### config.mk
export PLATFORM = sky130hd
export DESIGN_NAME = pc_seq_unit
export DESIGN_NICKNAME = d
export VERILOG_FILES = /design/src/rtl/pc_seq_unit_pkg.sv /design/src/rtl/pc_seq_unit_ras_stack.sv /design/src/rtl/pc_seq_unit.sv
export SDC_FILE = /design/constraint.sdc
export NUM_CORES = 1
export LEC_CHECK = 0
export CAP_MARGIN = 10
export CELL_PAD_IN_SITES_DETAIL_PLACEMENT = 0
export CELL_PAD_IN_SITES_GLOBAL_PLACEMENT = 1
export CORE_ASPECT_RATIO = 1.1
export CORE_UTILIZATION = 44
export DETAILED_ROUTE_END_ITERATION = 10
export PLACE_DENSITY = 0.83
export SYNTH_ARGS = -nofsm -noshare
export SYNTH_HDL_FRONTEND = slang
export SYNTH_SLANG_ARGS = --single-unit
### constraint.sdc
create_clock -name clk -period 4.9 [get_ports clk]
set_input_delay 0.49 -clock clk [delete_from_list [all_inputs] [get_ports clk]]
set_output_delay 0.49 -clock clk [all_outputs]
set_load 0.02 [all_outputs]
### src/rtl/pc_seq_unit_pkg.sv
// Control encodings shared by the PC sequencer: next-PC opcodes and vectors.
// Latency: n/a (constants and types only).
// Backpressure: n/a.
package pc_seq_unit_pkg;

  // PLUS4/BRANCH/JUMP/JR keep their legacy 2-bit codes, zero-extended.
  typedef enum logic [2:0] {
    OP_PLUS4  = 3'd0,
    OP_BRANCH = 3'd1,
    OP_JUMP   = 3'd2,
    OP_JR     = 3'd3,
    OP_JAL    = 3'd4,
    OP_RET    = 3'd5
  } npc_op_e;

  // Kept 64 bits wide so any legal PC width can slice them.
  localparam logic [63:0] RESET_VEC_DEF = 64'h0000_0000_0000_3000;
  localparam logic [63:0] EXC_VEC_DEF   = 64'h0000_0000_0000_4180;

endpackage

### src/rtl/pc_seq_unit_ras_stack.sv
// Return-address stack as a circular buffer; a push into a full stack drops the oldest entry.
// Latency: push/pop take effect at the next edge; top is combinational from state.
// Backpressure: none; pop on empty is ignored, push on full overwrites.
module ras_stack #(
  parameter int DEPTH = 4,
  parameter int W     = 32
) (
  input  logic         clk,
  input  logic         rstn,
  input  logic         push,
  input  logic         pop,
  input  logic [W-1:0] push_data,
  output logic [W-1:0] top,
  output logic         empty,
  output logic         full
);

  localparam int PW = $clog2(DEPTH);
  localparam int CW = PW + 1;

  logic [W-1:0]  mem [DEPTH];
  logic [PW-1:0] wptr;   // slot the next push writes; top sits just below it
  logic [CW-1:0] count;

  // Newest entry is the one most recently written.
  assign top = mem[wptr - PW'(1)];

  // Pointer, occupancy and flag updates; wptr wraps so a full push lands on the oldest slot.
  always_ff @(posedge clk) begin
    if (!rstn) begin
      wptr  <= '0;
      count <= '0;
      empty <= 1'b1;
      full  <= 1'b0;
    end else if (push) begin
      mem[wptr] <= push_data;
      wptr      <= wptr + PW'(1);
      if (count != CW'(DEPTH)) begin
        count <= count + CW'(1);
      end
      empty <= 1'b0;
      full  <= (count >= CW'(DEPTH - 1));
    end else if (pop && (count != '0)) begin
      wptr  <= wptr - PW'(1);
      count <= count - CW'(1);
      empty <= (count == CW'(1));
      full  <= 1'b0;
    end
  end

endmodule

### src/rtl/pc_seq_unit.sv
// Program-counter sequencer: next-PC selection, exception entry/return and return-address prediction.
// Latency: npc is combinational; pc/epc/flags/mispredict update one edge later.
// Backpressure: stall holds all state; exc_req and reset override it.
module pc_seq_unit
  import pc_seq_unit_pkg::*;
#(
  parameter int            AW        = 32,
  parameter logic [AW-1:0] RESET_VEC = RESET_VEC_DEF[AW-1:0],
  parameter logic [AW-1:0] EXC_VEC   = EXC_VEC_DEF[AW-1:0],
  parameter int            RAS_DEPTH = 4
) (
  input  logic          clk,
  input  logic          rstn,
  input  logic          stall,
  input  logic [2:0]    npc_op,
  input  logic [25:0]   imm,
  input  logic [AW-1:0] pcjr,
  input  logic          exc_req,
  input  logic          eret,
  output logic [AW-1:0] pc,
  output logic [AW-1:0] npc,
  output logic [AW-1:0] epc,
  output logic          ras_empty,
  output logic          ras_full,
  output logic          ras_mispredict
);

  logic [AW-1:0] pc4;
  logic [AW-1:0] br_tgt;
  logic [AW-1:0] jmp_tgt;
  logic [AW-1:0] op_npc;
  logic [AW-1:0] ras_top;
  logic          accept;
  logic          do_push;
  logic          do_pop;
  logic          ret_miss;

  assign pc4     = pc + AW'(4);
  assign br_tgt  = pc4 + {{(AW-18){imm[15]}}, imm[15:0], 2'b00};
  assign jmp_tgt = {pc4[AW-1:28], imm, 2'b00};

  // An edge "accepts" the opcode only when nothing of higher priority claims it.
  assign accept   = rstn & ~exc_req & ~stall & ~eret;
  assign do_push  = accept && (npc_op == OP_JAL);
  assign do_pop   = accept && (npc_op == OP_RET);
  assign ret_miss = ras_empty || (ras_top != pcjr);

  // Next-PC: opcode result, then overridden by eret, stall, exception and reset in rising priority.
  always_comb begin
    case (npc_op)
      OP_BRANCH:      op_npc = br_tgt;
      OP_JUMP, OP_JAL: op_npc = jmp_tgt;
      OP_JR, OP_RET:  op_npc = pcjr;
      default:        op_npc = pc4;
    endcase

    npc = op_npc;
    if (!rstn) begin
      npc = RESET_VEC;
    end else if (exc_req) begin
      npc = EXC_VEC;
    end else if (stall) begin
      npc = pc;
    end else if (eret) begin
      npc = epc;
    end
  end

  // PC, EPC and mispredict pulse; stall freezes everything including the pulse.
  always_ff @(posedge clk) begin
    if (!rstn) begin
      pc             <= RESET_VEC;
      epc            <= '0;
      ras_mispredict <= 1'b0;
    end else if (exc_req) begin
      pc             <= EXC_VEC;
      epc            <= pc;
      ras_mispredict <= 1'b0;
    end else if (!stall) begin
      pc             <= npc;
      ras_mispredict <= do_pop & ret_miss;
    end
  end

  ras_stack #(
    .DEPTH (RAS_DEPTH),
    .W     (AW)
  ) u_ras (
    .clk       (clk),
    .rstn      (rstn),
    .push      (do_push),
    .pop       (do_pop),
    .push_data (pc4),
    .top       (ras_top),
    .empty     (ras_empty),
    .full      (ras_full)
  );

endmodule

# Yosys cells after proc, flatten, opt, wreduce, memory -nomap -nowiden
# Memories as Yosys holds them, arrays and structs flattened.
# Index checks and enable logic that the tools add are counted.
# W data, S select, Z words.
[totals] regBits=72 mem_bits_rw=128 input_bits=66 output_inout_bits=99 elab_cells=63 memories=1
[memory_table] memory="u_ras.mem" depth=4 word_bits=32 rd=1 rd_clocked_by_memory_dff=0 wr=1 line="pc_seq_unit_ras_stack.sv:21" rtl="logic [W-1:0] mem [DEPTH];"
[op_classes] n_addsub=6 magnitude_cmp=1 eq_ne=10 muxes=19 bitwise=8 reduce_logical=10
[ops] op="$mux W32" count=4
[ops] op="$pmux W32 S3" count=1
[ops] op="$add A32 B3 Y32 const B" count=1
[ops] op="$add A32 B32 Y32" count=1
[ops] op="$ne A32 B32 Y1" count=1
[ops] op="$mux W15" count=2
[ops] op="$mux W3" count=3
[ops] op="$mux W1" count=7
[ops] op="$eq A3 B1 Y1 const B" count=2
[ops] op="$eq A3 B2 Y1 const B" count=2
[ops] op="$eq A3 B3 Y1 const B" count=2
[ops] op="$reduce_or A2 Y1" count=3
[ops] op="$and A1 B1 Y1" count=4
[ops] op="$mux W2" count=2
[ops] op="$ne A2 B1 Y1 const B" count=2
[ops] op="$not A1 Y1" count=4
[ops] op="$add A3 B1 Y3 const B" count=1
[ops] op="$ge A3 B2 Y1 const B" count=1
[ops] op="$logic_and A1 B1 Y1" count=3
[ops] op="$ne A3 B3 Y1 const B" count=1
[ops] op="$reduce_bool A3 Y1" count=1
[ops] op="$sub A3 B1 Y3 const B" count=1
[ops] op="$add A2 B1 Y2 const B" count=1
[ops] op="$reduce_and A2 Y1" count=1
[ops] op="other kinds (3)" count=3

# Depth between registers and ports, before layout
# Gate-level depths: netlist of run 1.
[depth] depth_word=9 depth_mapped=16 depth_no_buf=16

# By module
# A second synthesis of run 1 with hierarchy kept.
[unflattened] cells_unflattened=1035 area_unflattened_um2=11370.9
[modules_own_cells] mod="pc_seq_unit" n_inst=1 cells_each=809 area_each_um2=6177.2
[modules_own_cells] mod="ras_stack" n_inst=1 cells_each=226 area_each_um2=5193.7

# Worst setup path before layout of run 1
# No wires, ideal clock.
[synth_timing] path_type="register -> output" startpoint="register pc[4]" endpoint="output port npc[29]" t_arrival_ps=4093 t_required_ps=4410 path_slack_ps=317 path_stages_with_launch=15 n_path_buf=0 path_cell_list="dfxtp_1 > and4_1 > nand4_1 > or2_1 > nor2_1 > xor2_1 > ha_1 > nand2_1 > or4_1 > o211ai_2 > a311oi_2 > o31ai_2 > a221oi_2 > mux2i_1 > a211oi_1"
[synth_via] elab_chain_len=7
[synth_lines] element="from (decl)" line="pc_seq_unit.sv:20" rtl="output logic [AW-1:0] pc,"
[synth_lines] element="from (signal assigned)" line="pc_seq_unit.sv:80" rtl="pc <= npc;"
[synth_lines] element="$add A32 B3 Y32" line="pc_seq_unit.sv:38" rtl="assign pc4 = pc + AW'(4);"
[synth_lines] element="named net pc4[15]" line="pc_seq_unit.sv:28" rtl="logic [AW-1:0] pc4;"
[synth_lines] element="$add A32 B32 Y32" line="pc_seq_unit.sv:39" rtl="assign br_tgt = pc4 + {{(AW-18){imm[15]}}, imm[15:0], 2'b00};"
[synth_lines] element="$pmux W32 S3" line="pc_seq_unit.sv:50" rtl="case (npc_op)"
[synth_lines] element="$mux W32" line="pc_seq_unit.sv:64" rtl="end else if (eret) begin"
[synth_lines] element="$mux W32" line="pc_seq_unit.sv:62" rtl="end else if (stall) begin"
[synth_lines] element="$mux W32" line="pc_seq_unit.sv:60" rtl="end else if (exc_req) begin"
[synth_lines] element="$mux W32" line="pc_seq_unit.sv:58" rtl="if (!rstn) begin"
[synth_lines] element="to (decl)" line="pc_seq_unit.sv:21" rtl="output logic [AW-1:0] npc,"
# The timed path passes the listed nets, and every way through them passes these cells.

# Final worst setup path of run 1
[layout_timing] startpoint="register pc[5]" endpoint="output port npc[24]"
# The elaborated chain is that of the path after synthesis.

==> run summary, run 1 <==
SYNTHESIS
----------------------------------------------------------------------------------
Biggest area consumer among synthesized cells                             edfxtp_1
Yosys cell types                                                                67
Cells taking the most area after synthesis                            edfxtp_1 34%, dfxtp_1 13%, mux4_2 6.4%, xnor2_1 5.0%, ha_1 4.9%
Post-synthesis instance area                                            11,300 µm²
Number of cells produced by synthesis                                        1,041
Post-synthesis net count                                                     1,152
Fraction of the yosys area taken by sequential cells                         46.7%
FF+latch count, synth                                                          200
Post-synth EDFFs                                                               128
Yosys Warn Count                                                                 0
Most used DFF post-synth                                                  edfxtp_1
Syn avg cell area                                                         10.9 µm²
Async set or reset register ratio after synthesis                               0%
Fraction of synthesized cell area taken by the top area cell type            34.0%
Most common cell in the synthesized netlist                               edfxtp_1
Top cells by count, synth                                             128 x edfxtp_1, 82 x nor2_1, 72 x dfxtp_1, 71 x a21oi_1, 65 x xnor2_1

CRITICAL PATH
----------------------------------------------------------------------------------
Buffer and inverter count on the worst path                                      2
CP Depth                                                                        16
Worst flop-to-flop path startpoint                                    pc[5]$_SDFFE_PP0N_
Critical Setup Path Class                                                  reg2out
Crit end category                                                     primary output
Minimum setup slack among reg-to-reg paths                                 1.12 ns
Most common cell type on the critical path                                 a31oi_1
Register-to-Register Path Depth                                                 16
Destination of the critical timing path                                    npc[24]
Crit path largest cell delay                                               0.43 ns
CP top delay family                                                   simple AND/OR/NAND/NOR gates
Worst flop-to-flop path endpoint                                      pc[28]$_SDFFE_PP0N_
Critical path's slowest cell                                                 or3_4
Critical path peak fanout                                                        4
Critical path cell sequence                                           and4_1 > nand4_1 > or3_4 > xnor2_2 > ha_1 > a21oi_2 > a21boi_1 > o21ai_0 > a31o_2 > a31oi_1 > buf_4 > and3b_1 > or3_1 > nand3_1 > a31oi_1 > clkbuf_2
Required time of the critical path                                         4.41 ns
Critical Path AT                                                           4.28 ns
Sort of element at the start of the critical path                        flip-flop
Start point of the critical path                                      pc[5]$_SDFFE_PP0N_

CLOCK TREE
----------------------------------------------------------------------------------
CTS tree                                                                       yes
Clock slew at reported path FFs                                            0.09 ns
Sinks on the clock net                                                         200
Number of buffers created by CTS                                                17
Buffer cell driving the clock tree root                                  clkbuf_16
H-tree level count                                                               4
Count of hold buffers inserted by post-cts repair                                0
Clock insertion delay at the later pin of the skew report                  0.44 ns
CTS max path bufs                                                                2

FINISH
----------------------------------------------------------------------------------
Antenna fix cells                                                                0
Area grow syn2layout                                                         30.2%
Fraction of the core area covered by cells at the end of the flow            58.3%
Final net count                                                              1,380
Number of fill cells                                                         2,185
Share of final-layout standard cells stronger than drive strength 1          17.4%
Final cell count without fillers                                             1,628

FLOORPLANNING
----------------------------------------------------------------------------------
Area of the core region                                                 25,300 µm²
Die height                                                                  170 µm
Top-Level Pins                                                                 165
Horizontal extent of the die                                                155 µm
Row cnt                                                                         61
Initial Util                                                                 44.8%
Die area                                                                26,400 µm²

POWER AND IR DROP
----------------------------------------------------------------------------------
Static leakage power                                                       5.68 nW
Pwr Density                                                             269 nW/µm²
Max VDD drop                                                              0.210 mV
Tot Pwr                                                                    3.96 mW

STA
----------------------------------------------------------------------------------
Number of setup violations in the final report                                   0
Setup WS post-layout                                                      0.132 ns
Share of the clock period used by the worst path after layout                97.3%
Pins Over Slew Limit                                                             0
Crit path time final                                                       4.77 ns
Worst Max-Slew Pin Slew                                                   0.810 ns
Unrepaired setup endpoints after global routing                                yes
Worst slew margin                                                            45.6%
Sum of negative setup slack                                                   0 ns
Endpoints failing hold                                                           0
Final Skew                                                               0.0182 ns
Max Fclk                                                                 0.210 GHz

JOB
----------------------------------------------------------------------------------
Max-cap viol count                                                               0

ROUTE
----------------------------------------------------------------------------------
First-pass detailed-route iteration total                                        7
Post-detailed-route count of antenna-violating nets                              0
Routed via count divided by cell count                                        5.80
Average detailed-routed wire length per instance                           22.3 µm
Drt initial violations                                                         671
Routed Wire Length                                                         36.3 mm
Drt drc                                                                          0
Number of vias in the routed layout                                          9,438

GLOBAL ROUTING
----------------------------------------------------------------------------------
Residual overflow from global routing                                            0
Largest net degree at the start of global routing                               50
Initial antenna violation count                                                  0
First-pass GRT wire length                                                 54.7 mm
Total routing usage reported by global routing                               27.9%
Via count of the first global-routing pass                                   9,014

PLACED DESIGN
----------------------------------------------------------------------------------
Count of input and output buffers                                              164
Placement Setup Slack                                                   -0.0725 ns
Number of cells in the design after placement                                1,592
Placer congestion estimate                                                   0.881
Hpwl dp                                                                    27.3 mm

RUN STATUS
----------------------------------------------------------------------------------
Result of the run                                                     finished, final reports clean

WORST HOLD PATH
----------------------------------------------------------------------------------
Path type of the worst min-delay path                                      reg2reg

## kinds of logic after synthesis
family / count (synthesis) / share of synthesized area (%)
adder cells (fa/ha/maj): 46 / 5.13
AO/OA/AOI/OAI: 262 / 15.2
multiplexers: 90 / 11.5
buffers and inverters: 80 / 2.75
AND/OR/NAND/NOR: 272 / 11.6
flip-flops: 200 / 46.7
XOR/XNOR: 91 / 7.04
## worst min path at each step
stage,start,to,cells after the start
global placement,u_ras.full$_SDFFE_PN0P_,u_ras.full$_SDFFE_PN0P_,1
detailed placement,u_ras.full$_SDFFE_PN0P_,u_ras.full$_SDFFE_PN0P_,1
global route,u_ras.full$_SDFFE_PN0P_,u_ras.full$_SDFFE_PN0P_,1
finish,u_ras.full$_SDFFE_PN0P_,u_ras.full$_SDFFE_PN0P_,1
floorplan,u_ras.wptr[1]$_SDFFE_PN0P_,u_ras.wptr[1]$_SDFFE_PN0P_,2
CTS,stall,ras_mispredict$_SDFFE_PP0N_,3
## layout by cell type, fill, tap and decap left out, types with 32 or more instances in the layout
cell             count
clkdlybuf4s50_1    144
edfxtp_1           128
buf_4              102
nor2_1              81
dfxtp_1             71
a21oi_1             66
xnor2_1             60
nand2_1             56
mux2i_1             54
o21ai_0             43
ha_1                42
nand3_1             33
mux4_2              32
## sequential cells by signal (all words and copies together), names as in the netlist
register and cells:
u_ras.count 3, u_ras.wptr 2, u_ras.mem 128, epc 32, pc 32, u_ras.empty 1, u_ras.full 1, ras_mispredict 1
## area by class of cell
type	count	area [µm²]	area share (%)
Clock buffer	19	454	3.08
Clock inverter	13	156	1.06
Inverter	23	86.3	0.586
Multi-Input combinational cell	761	5940	40.3
Sequential cell	200	5290	35.9
Tap cell	346	433	2.94
Timing Repair Buffer	266	2370	16.1
## metal layers
layer	GRT usage, %	vias up	routed length (µm)	part of all wire [%]
li1	-	4414	-	-
met1	40.1	4613	16800	46
met2	45.2	369	16800	46
met3	3.13	42	2060	5.7
met4	6.59	0	602	1.7
met5	0	-	0	0
## where the power goes
part,internal [mW],total (mW),switching (mW)
combinational,0.289,0.681,0.392
clock,0.726,1.46,0.734
sequential,1.80,1.82,0.0187
total,2.81,3.96,1.14
## timing repair
action	CTS	global route
setup buffers	1	3
gates resized for setup	24	53
endpoints found under the setup margin	14	18
pin swaps	3	11
## through the flow
step | area [µm²] | hold slack (ns)
floorplan | 11300 | 0.498
global placement | 13900 | 0.485
detailed placement | 13900 | 0.493
CTS | 14600 | 0.495
global route | 14700 | 0.542
finish | 14700 | 0.505
## worst register-to-register path, stage by stage (launching register included)
cell and delay (ns):
dfxtp_1 0.34, and4_1 0.21, nand4_1 0.19, or3_4 0.43, xnor2_2 0.28, ha_1 0.32
a21oi_2 0.18, a21boi_1 0.22, o21ai_0 0.11, a31o_2 0.25, a31oi_1 0.20, buf_4 0.16
o21ai_1 0.11, xor2_1 0.20, a211oi_2 0.24, buf_4 0.16, nor3_1 0.04
Power figures use the tool's default switching activity.
==> run 2: changes to the inputs <==
--- a/config.mk
+++ b/config.mk
@@ -5,13 +5,15 @@
 export SDC_FILE = /design/constraint.sdc
 export NUM_CORES = 1
 export LEC_CHECK = 0
+export ABC_AREA = 1
 export CAP_MARGIN = 10
 export CELL_PAD_IN_SITES_DETAIL_PLACEMENT = 0
 export CELL_PAD_IN_SITES_GLOBAL_PLACEMENT = 1
 export CORE_ASPECT_RATIO = 1.1
-export CORE_UTILIZATION = 44
+export CORE_UTILIZATION = 42
 export DETAILED_ROUTE_END_ITERATION = 10
 export PLACE_DENSITY = 0.83
 export SYNTH_ARGS = -nofsm -noshare
 export SYNTH_HDL_FRONTEND = slang
+export SYNTH_HIERARCHICAL = 1
 export SYNTH_SLANG_ARGS = --single-unit
==> run 2 against run 1 <==
  * Total power rose by 1.8%
  * Clock power barely moved
  * First-iteration DRC count rose by 25%
  * Non-clock buffer count fell by 44
  * Maximum frequency fell by 3.3%
  * Final cell count rose by 29%
  * Register-to-register slack improved by 0.22 ns
  * Highest routed layer is now met5
  * Critical path depth rose by 4
  * Combinational power rose by 5.6%
  * Via count rose by 22%
  * Critical path type unchanged
  * The flow now finishes with violations (DRC, setup timing)
  * Sequential cell count did not move
==> run summary, run 2 <==
CLOCK TREE
----------------------------------------------------------------------------------
Sinks on the clock net                                                         200   unchanged
Clock insertion delay at the later pin of the skew report                  0.44 ns   about the same
Number of buffers created by CTS                                                17   unchanged
H-tree level count                                                               4   unchanged
Clock slew at reported path FFs                                            0.08 ns   about the same
CTS max path bufs                                                                2   unchanged
CTS tree                                                                       yes
Buffer cell driving the clock tree root                                  clkbuf_16

FINISH
----------------------------------------------------------------------------------
Area grow syn2layout                                                         23.8%
Area used by sequential logic in the layout                               5290 µm²   about the same
Final net count                                                              1,827   +32%
Antenna fix cells                                                                0   unchanged
Most used cells in the layout excluding fill and tap cells            313 x nand2_1, 173 x nor2_1, 145 x clkdlybuf4s50_1
Multi-input gate area                                                     6310 µm²   +6.2%
Register name with the most flops                                        u_ras/mem
Flip-flop count of the largest register after layout                           128   unchanged
Number of fill cells                                                         2,816   +29%
Biggest regs                                                          u_ras/mem x128, epc x32, pc x32
Leading cell type in the layout, fill and taps excluded                    nand2_1
Share of final-layout standard cells stronger than drive strength 1          12.5%   -4.9 points
Final cell count without fillers                                             2,096   +29%

SYNTHESIS
----------------------------------------------------------------------------------
Adder-cell area share of the yosys netlist                                   4.71%   -0.42 points
Fraction of synthesized cell area taken by the top area cell type            31.1%   -2.9 points
XOR/XNOR share of the synthesized area                                       3.39%   -3.7 points
Async set or reset register ratio after synthesis                               0%   unchanged
Post-synthesis net count                                                     1,649   +43%
Yosys cell types                                                                55   -18%
Biggest area consumer among synthesized cells                             edfxtp_1
Post-synthesis instance area                                            12,400 µm²   +9.3%
Simple logic cell fraction of the synthesized area                           25.2%   +14 points
Top cells by count, synth                                             317 x nand2_1, 188 x nor2_1, 147 x o21ai_0, 139 x inv_1, 128 x edfxtp_1
Yosys Warn Count                                                                 6   +6
Fraction of the yosys area taken by sequential cells                         42.7%   -4.0 points
Post-synth EDFFs                                                               128   unchanged
Cells taking the most area after synthesis                            edfxtp_1 31%, dfxtp_1 12%, nand2_1 9.6%, o21ai_0 5.9%, nor2_1 5.7%
FF+latch count, synth                                                          200   unchanged
Multiplexer share of the synthesized area                                       0%   -12 points
Compound-Gate Fraction of Synth Area                                         16.6%   +1.4 points
Most common cell in the synthesized netlist                                nand2_1
Syn avg cell area                                                         8.05 µm²   -26%
Most used DFF post-synth                                                  edfxtp_1
Main combinational cell family by area after synthesis                simple AND/OR/NAND/NOR gates
Number of cells produced by synthesis                                        1,537   +48%

GLOBAL ROUTING
----------------------------------------------------------------------------------
First-pass GRT wire length                                                 64.0 mm   +17%
Via count of the first global-routing pass                                  11,000   +22%
Initial antenna violation count                                                  1   +1
Total routing usage reported by global routing                               27.9%   -0.051 points
Residual overflow from global routing                                            0   unchanged
Largest net degree at the start of global routing                               68   +36%

FLOORPLANNING
----------------------------------------------------------------------------------
Row cnt                                                                         65   +6.6%
Die height                                                                  182 µm   +6.9%
Area of the core region                                                 28,800 µm²   +14%
Top-Level Pins                                                                 165   unchanged
Horizontal extent of the die                                                166 µm   +6.9%
Die area                                                                30,100 µm²   +14%
Initial Util                                                                 43.0%   -1.8 points

CRITICAL PATH
----------------------------------------------------------------------------------
Crit path largest cell delay                                               0.62 ns   +0.19 ns
Critical path cell sequence                                           nand2_1 > nor3_1 > buf_4 > nand3_1 > xor2_2 > ha_1 > a21oi_1 > nand2_1 > a21oi_1 > nand2_1 > nand2_1 > nand2_1 > nand2_1 > nand2_1 > o21ai_0 > nand2_1 > nand2_1 > nand2_1 > a21oi_1 > clkdlybuf4s50_1
Buffer and inverter count on the worst path                                      2   unchanged
Critical path's slowest cell                                          clkdlybuf4s50_1
Critical Path AT                                                           4.44 ns   +0.16 ns
Crit end category                                                     primary output
Most common cell type on the critical path                                 nand2_1
Critical path peak fanout                                                        6   +2
CP top delay family                                                   simple AND/OR/NAND/NOR gates
Critical Setup Path Class                                                  reg2out
Required time of the critical path                                         4.41 ns   about the same
Sort of element at the start of the critical path                        flip-flop

POWER AND IR DROP
----------------------------------------------------------------------------------
Comb power frac                                                              17.8%   +0.6 points
Static leakage power                                                       6.36 nW   +12%
Pwr Density                                                             263 nW/µm²   -2.0%
Max VDD drop                                                              0.159 mV   -24%
Reported net switching power                                               1.24 mW   +8.3%
Internal                                                                   2.79 mW   -0.84%
Proportion of power drawn by the clock network                               36.4%   -0.5 points
Share of power burned in registers                                           45.8%   about the same
Switching portion of total power                                             30.8%   +1.9 points

STA
----------------------------------------------------------------------------------
Crit path time final                                                       4.93 ns   +0.162 ns
Max Fclk                                                                 0.203 GHz   -3.3%
Setup WS post-layout                                                    -0.0295 ns   -0.162 ns
Final Skew                                                               0.0193 ns   +0.00108 ns
Unrepaired setup endpoints after global routing                                yes
Number of setup violations in the final report                                   1   +1
Endpoints failing hold                                                           0   unchanged
Pins Over Slew Limit                                                             0   unchanged
Worst slew margin                                                            29.9%   -16 points
Worst Max-Slew Pin Slew                                                    1.05 ns   +0.242 ns
Share of the clock period used by the worst path after layout                 101%   +3.3 points

PLACED DESIGN
----------------------------------------------------------------------------------
Placement Setup Slack                                                    0.0720 ns   +0.144 ns
Placer congestion estimate                                                   0.917   +4.0%
Number of cells in the design after placement                                2,063   +30%
Hpwl dp                                                                    31.4 mm   +15%
Count of input and output buffers                                              164   unchanged

ROUTE
----------------------------------------------------------------------------------
Routed Wire Length                                                         42.1 mm   +16%
Post-detailed-route count of antenna-violating nets                              0   unchanged
Drt initial violations                                                         841   +25%
Average detailed-routed wire length per instance                           20.1 µm   -10%
Number of vias in the routed layout                                         11,500   +22%
First-pass detailed-route iteration total                                        8   +1
Drt drc                                                                         12   +12
Routed via count divided by cell count                                        5.50   -5.1%

JOB
----------------------------------------------------------------------------------
Max-cap viol count                                                               0   unchanged

WORST HOLD PATH
----------------------------------------------------------------------------------
Path type of the worst min-delay path                                      reg2reg

RUN STATUS
----------------------------------------------------------------------------------
Result of the run                                                     complete, but fails checks
Failing checks                                                        DRC, setup timing

==> run 2: area by class of cell <==
type	count	area share, %
clock buffer	18	2.87
clock inverter	14	1.11
inverter	148	3.66
multi-input combinational	1126	41.2
sequential	200	34.6
tap	368	3.01
timing repair buffer	222	13.6
==> run 2: cells by family (layout without fill, tap and decap cells) <==
logic type                 Yosys count  count (layout)
buffers and inverters              211             402
AOI/OAI and AO/OA                  347             347
adders and majority gates           46              46
xor gates and xnor gates            47              47
and+or+nand+nor                    686             686
DFF                                200             200
==> run 2: per-stage QoR <==
step	cell area (µm²)	TNS (ns)	power (mW)	util, %	hold slack [ns]
6_report	15300	-0.0295	4.03	53.2	0.477
5_1_grt	15300	-0.498	4.18	53.2	0.505
4_1_cts	15200	-0.279	4.03	52.8	0.486
3_5_place_dp	14600	0	2.58	50.6	0.475
3_3_place_gp	14600	0	2.58	50.6	0.466
2_1_floorplan	12400	0	2.26	-	0.510
==> run 2: worst reg2reg max path, delay by kind of cell (launching register included) <==
family / cells / cell delay, ns
and+or+nand+nor: 11 / 1.37
AOI/OAI and AO/OA: 5 / 0.91
adders and majority gates: 2 / 0.57
DFF: 1 / 0.37
buffers and inverters: 2 / 0.23
==> run 2: timing repair <==
action                                  in CTS  in global routing
pin swaps                                    0                  1
endpoints found under the hold margin        0                  0
endpoints found under the setup margin      15                 22
hold buffers                                 0                  0
buffers inserted                             0                  1
gates resized for setup                     20                 52
==> run 2: routing by layer <==
| layer | part of all wire [%] | track usage, % |
|---|---|---|
| met1 | 45 | 39.2 |
| met2 | 45 | 43.7 |
| met3 | 6.4 | 3.66 |
| met4 | 3.0 | 10.4 |
| met5 | 0.040 | 0 |
==> run 2: final timing paths <==
check / from / end / slack [ns] / cells after the start
min: u_ras/full$_SDFFE_PN0P_ / u_ras/full$_SDFFE_PN0P_ / 0.48 / 2
max: pc[12]$_SDFFE_PN1P_ / npc[23] / -0.03 / 20
max reg2reg: pc[3]$_SDFFE_PP0N_ / pc[29]$_SDFFE_PP0N_ / 1.34 / 20
min reg2reg: u_ras/full$_SDFFE_PN0P_ / u_ras/full$_SDFFE_PN0P_ / 0.48 / 2
==> run 2: power groups by stage <==
stage / Combinational (mW) / Clock [mW] / Sequential, mW
after floorplan: 0.352 / 0 / 1.91
after global placement: 0.698 / 0 / 1.88
after detailed placement: 0.702 / 0 / 1.88
after CTS: 0.707 / 1.48 / 1.84
after global routing: 0.778 / 1.55 / 1.85
final: 0.719 / 1.47 / 1.85
==> run 3: changes to the inputs <==
--- a/config.mk
+++ b/config.mk
@@ -10,10 +10,10 @@
 export CELL_PAD_IN_SITES_DETAIL_PLACEMENT = 0
 export CELL_PAD_IN_SITES_GLOBAL_PLACEMENT = 1
 export CORE_ASPECT_RATIO = 1.1
-export CORE_UTILIZATION = 42
+export CORE_UTILIZATION = 41
 export DETAILED_ROUTE_END_ITERATION = 10
-export PLACE_DENSITY = 0.83
+export HOLD_SLACK_MARGIN = 0.03
+export PLACE_DENSITY = 0.82
 export SYNTH_ARGS = -nofsm -noshare
 export SYNTH_HDL_FRONTEND = slang
-export SYNTH_HIERARCHICAL = 1
 export SYNTH_SLANG_ARGS = --single-unit
==> run 3 against run 2 <==
  * The flow now finishes without violations
  * Utilization fell by 1.6 points
  * Sequential cell count stayed put
  * Synthesized cell count grew 1.4%
  * Critical endpoint is now npc[21]
  * Highest routed layer is now met4
==> run summary, run 3 <==
STA
----------------------------------------------------------------------------------
Smallest hold slack                                                       0.477 ns   +0.00000700 ns
Endpoints failing hold                                                           0   unchanged
Final Skew                                                               0.0146 ns   -0.00469 ns
Share of the clock period used by the worst path after layout                95.8%   -4.8 points
Pins Over Slew Limit                                                             0   unchanged
Crit path time final                                                       4.69 ns   -0.236 ns
Worst slew margin                                                            51.9%   +22 points
Max Fclk                                                                 0.213 GHz   +5.0%
Worst Max-Slew Pin Slew                                                   0.722 ns   -0.330 ns
Number of setup violations in the final report                                   0   -1

ROUTE
----------------------------------------------------------------------------------
Drt initial violations                                                         809   -3.8%
First-pass detailed-route iteration total                                        5   -3
Average detailed-routed wire length per instance                           18.9 µm   -6.1%
Routed via count divided by cell count                                        5.33   -3.1%
Routed Wire Length                                                         39.7 mm   -5.6%
Post-detailed-route count of antenna-violating nets                              0   unchanged
Number of vias in the routed layout                                         11,200   -2.6%
Drt drc                                                                          0   -12

PLACED DESIGN
----------------------------------------------------------------------------------
Area after detailed placement                                           14,100 µm²   -3.0%
Number of cells in the design after placement                                2,072   +0.44%
Hpwl dp                                                                    29.6 mm   -5.6%
Count of input and output buffers                                              164   unchanged
Placer congestion estimate                                                   0.947   +3.3%

CLOCK TREE
----------------------------------------------------------------------------------
Buffer cell driving the clock tree root                                  clkbuf_16
Clock insertion delay at the later pin of the skew report                  0.45 ns   about the same
H-tree level count                                                               4   unchanged
Number of buffers created by CTS                                                17   unchanged
CTS tree                                                                       yes
Clock slew at reported path FFs                                            0.08 ns   about the same
Count of hold buffers inserted by post-cts repair                                0   unchanged
Sinks on the clock net                                                         200   unchanged
CTS max path bufs                                                                2   unchanged

SYNTHESIS
----------------------------------------------------------------------------------
Most used DFF post-synth                                                  edfxtp_1
Biggest area consumer among synthesized cells                             edfxtp_1
Cells taking the most area after synthesis                            edfxtp_1 32%, nand2_1 14%, dfxtp_1 12%, nand3_1 4.9%, nor2_1 4.7%
Top cells by count, synth                                             451 x nand2_1, 151 x nor2_1, 128 x edfxtp_1, 124 x inv_1, 117 x nand3_1
Fraction of the yosys area taken by sequential cells                         44.1%   +1.4 points
Post-synthesis net count                                                     1,669   +1.2%
Fraction of synthesized cell area taken by the top area cell type            32.1%   +1.0 points
Yosys Warn Count                                                                 0   -6
FF+latch count, synth                                                          200   unchanged
Async set or reset register ratio after synthesis                               0%   unchanged
Number of cells produced by synthesis                                        1,558   +1.4%
Yosys cell types                                                                52   -5.5%
Post-synthesis instance area                                            12,000 µm²   -3.2%
Post-synth EDFFs                                                               128   unchanged
Syn avg cell area                                                         7.69 µm²   -4.5%
Most common cell in the synthesized netlist                                nand2_1

CRITICAL PATH
----------------------------------------------------------------------------------
CP top delay family                                                   simple AND/OR/NAND/NOR gates
Worst flop-to-flop path startpoint                                    pc[2]$_SDFFE_PP0N_
Minimum setup slack among reg-to-reg paths                                 1.36 ns   +0.02 ns
Buffer and inverter count on the worst path                                      2   unchanged
Worst flop-to-flop path endpoint                                      pc[26]$_SDFFE_PP0N_
Required time of the critical path                                         4.41 ns   about the same
Most common cell type on the critical path                                 nand2_1
Register-to-Register Path Depth                                                 21   +5.0%
Critical path peak fanout                                                        6   unchanged
Crit path largest cell delay                                               0.64 ns   +0.02 ns
Critical path cell sequence                                           ha_1 > nand2_1 > nor3_4 > nand3_4 > nor2_1 > xor2_2 > ha_1 > nand2_1 > nand2_1 > inv_1 > o21ai_0 > a21oi_1 > nand2_1 > a21oi_1 > o21ai_0 > nand3b_1 > nand2_1 > a21oi_1 > clkdlybuf4s50_1
Sort of element at the start of the critical path                        flip-flop
Critical Path AT                                                           4.20 ns   -0.24 ns
Crit end category                                                     primary output
Critical path's slowest cell                                          clkdlybuf4s50_1
Critical Setup Path Class                                                  reg2out

FINISH
----------------------------------------------------------------------------------
Final cell count without fillers                                             2,106   +0.48%
Final net count                                                              1,836   +0.49%
Register name with the most flops                                        u_ras.mem
Antenna fix cells                                                                0   unchanged
Area grow syn2layout                                                         23.7%   about the same
Leading cell type in the layout, fill and taps excluded                    nand2_1
Area of all placed cells without fillers                                14,800 µm²   -3.2%
Most used cells in the layout excluding fill and tap cells            449 x nand2_1, 147 x clkdlybuf4s50_1, 144 x nor2_1
Flip-flop count of the largest register after layout                           128   unchanged
Share of final-layout standard cells stronger than drive strength 1          8.69%   -3.8 points
Biggest regs                                                          u_ras.mem x128, epc x32, pc x32

POWER AND IR DROP
----------------------------------------------------------------------------------
Tot Pwr                                                                    4.00 mW   -0.82%
Static leakage power                                                       6.22 nW   -2.1%
Max VDD drop                                                              0.222 mV   +40%
Pwr Density                                                             270 nW/µm²   +2.5%

FLOORPLANNING
----------------------------------------------------------------------------------
Row cnt                                                                         65   unchanged
Top-Level Pins                                                                 165   unchanged
Area of the core region                                                 28,700 µm²   -0.28%
Die area                                                                29,900 µm²   -0.81%
Initial Util                                                                 41.7%   -1.2 points
Die height                                                                  181 µm   -0.40%
Horizontal extent of the die                                                165 µm   -0.40%

GLOBAL ROUTING
----------------------------------------------------------------------------------
Largest net degree at the start of global routing                               68   unchanged
Total routing usage reported by global routing                               27.0%   -0.92 points
Initial antenna violation count                                                  0   -1
Via count of the first global-routing pass                                  10,500   -4.5%
First-pass GRT wire length                                                 60.3 mm   -5.8%
Residual overflow from global routing                                            0   unchanged

WORST HOLD PATH
----------------------------------------------------------------------------------
Worst Hold Endpoint                                                   u_ras.full$_SDFFE_PN0P_
Worst hold path startpoint                                            u_ras.full$_SDFFE_PN0P_
Depth of the worst hold-timing path                                              2   unchanged
Path type of the worst min-delay path                                      reg2reg

RUN STATUS
----------------------------------------------------------------------------------
Result of the run                                                     finished, final reports clean

JOB
----------------------------------------------------------------------------------
Max-cap viol count                                                               0   unchanged

[run 3: layout make-up]
class                      instances  area (µm²)
clock inverter                    14         158
sequential                       200        5300
multi-input combinational       1168        5970
inverter                         131         493
fill                            2794       13900
clock buffer                      18         429
tap                              368         460
timing repair buffer             207        2010
[run 3: report_power, final]
group,switching [mW],leakage (nW),internal [mW]
combinational,0.443,4.15,0.267
clock,0.709,0.289,0.727
sequential,0.0370,1.78,1.82
total,1.19,6.22,2.81
[run 3: worst max path at each step]
| stage | start | end | cells past startpoint |
|---|---|---|---|
| floorplan | pc[3]$_SDFFE_PP0N_ | npc[30] | 20 |
| global placement | pc[2]$_SDFFE_PP0N_ | npc[25] | 21 |
| detailed placement | pc[2]$_SDFFE_PP0N_ | npc[25] | 21 |
| CTS | pc[2]$_SDFFE_PP0N_ | npc[15] | 18 |
| global route | pc[2]$_SDFFE_PP0N_ | npc[27] | 24 |
| finish | pc[2]$_SDFFE_PP0N_ | npc[21] | 19 |
[run 3: routing by layer]
layer | vias up | routed length (µm) | global-route usage [%]
li1 | 5576 | - | -
met1 | 5208 | 18800 | 39.6
met2 | 409 | 17500 | 40.9
met3 | 42 | 2790 | 4.38
met4 | 0 | 722 | 6.79
met5 | - | 0 | 0
[run 3: cells by family after synthesis]
logic type                 Yosys count  share of synthesized area, %
xor gates and xnor gates            40                          2.99
DFF                                200                          44.1
and+or+nand+nor                    805                          28.7
AOI/OAI and AO/OA                  278                          12.8
adders and majority gates           45                          4.76
buffers and inverters              190                          6.57
[run 3: worst reg2reg max path: stages, from the launching register on]
cell,delay (ns)
dfxtp_2,0.39
ha_1,0.20
nand2_1,0.12
nor3_4,0.23
nand3_4,0.17
nor3_4,0.23
xor2_1,0.21
inv_1,0.16
ha_2,0.42
nand2_1,0.10
nor2_1,0.11
inv_1,0.10
nor2_1,0.18
nand3_1,0.18
nand3_1,0.12
nand2_1,0.05
nand3_1,0.08
nand2_1,0.06
nand2_1,0.10
nand2_1,0.06
nand2_1,0.08
a21oi_1,0.06
[run 3: stage by stage]
step | TNS, ns | setup WS, ns | utilization, %
after floorplan | 0 | 1.20 | -
after global placement | 0 | 0.247 | 49.2
after detailed placement | 0 | 0.221 | 49.2
after CTS | 0 | 0.00376 | 51.3
after global routing | -0.0130 | -0.0130 | 51.6
final | 0 | 0.206 | 51.6
[run 3: repair_timing]
| action | in CTS | in global routing |
|---|---|---|
| gates resized for setup | 14 | 40 |
| setup endpoints to repair | 12 | 21 |
| pin swaps | 0 | 1 |
| endpoints found under the hold margin | 0 | 0 |
| buffers inserted | 0 | 1 |
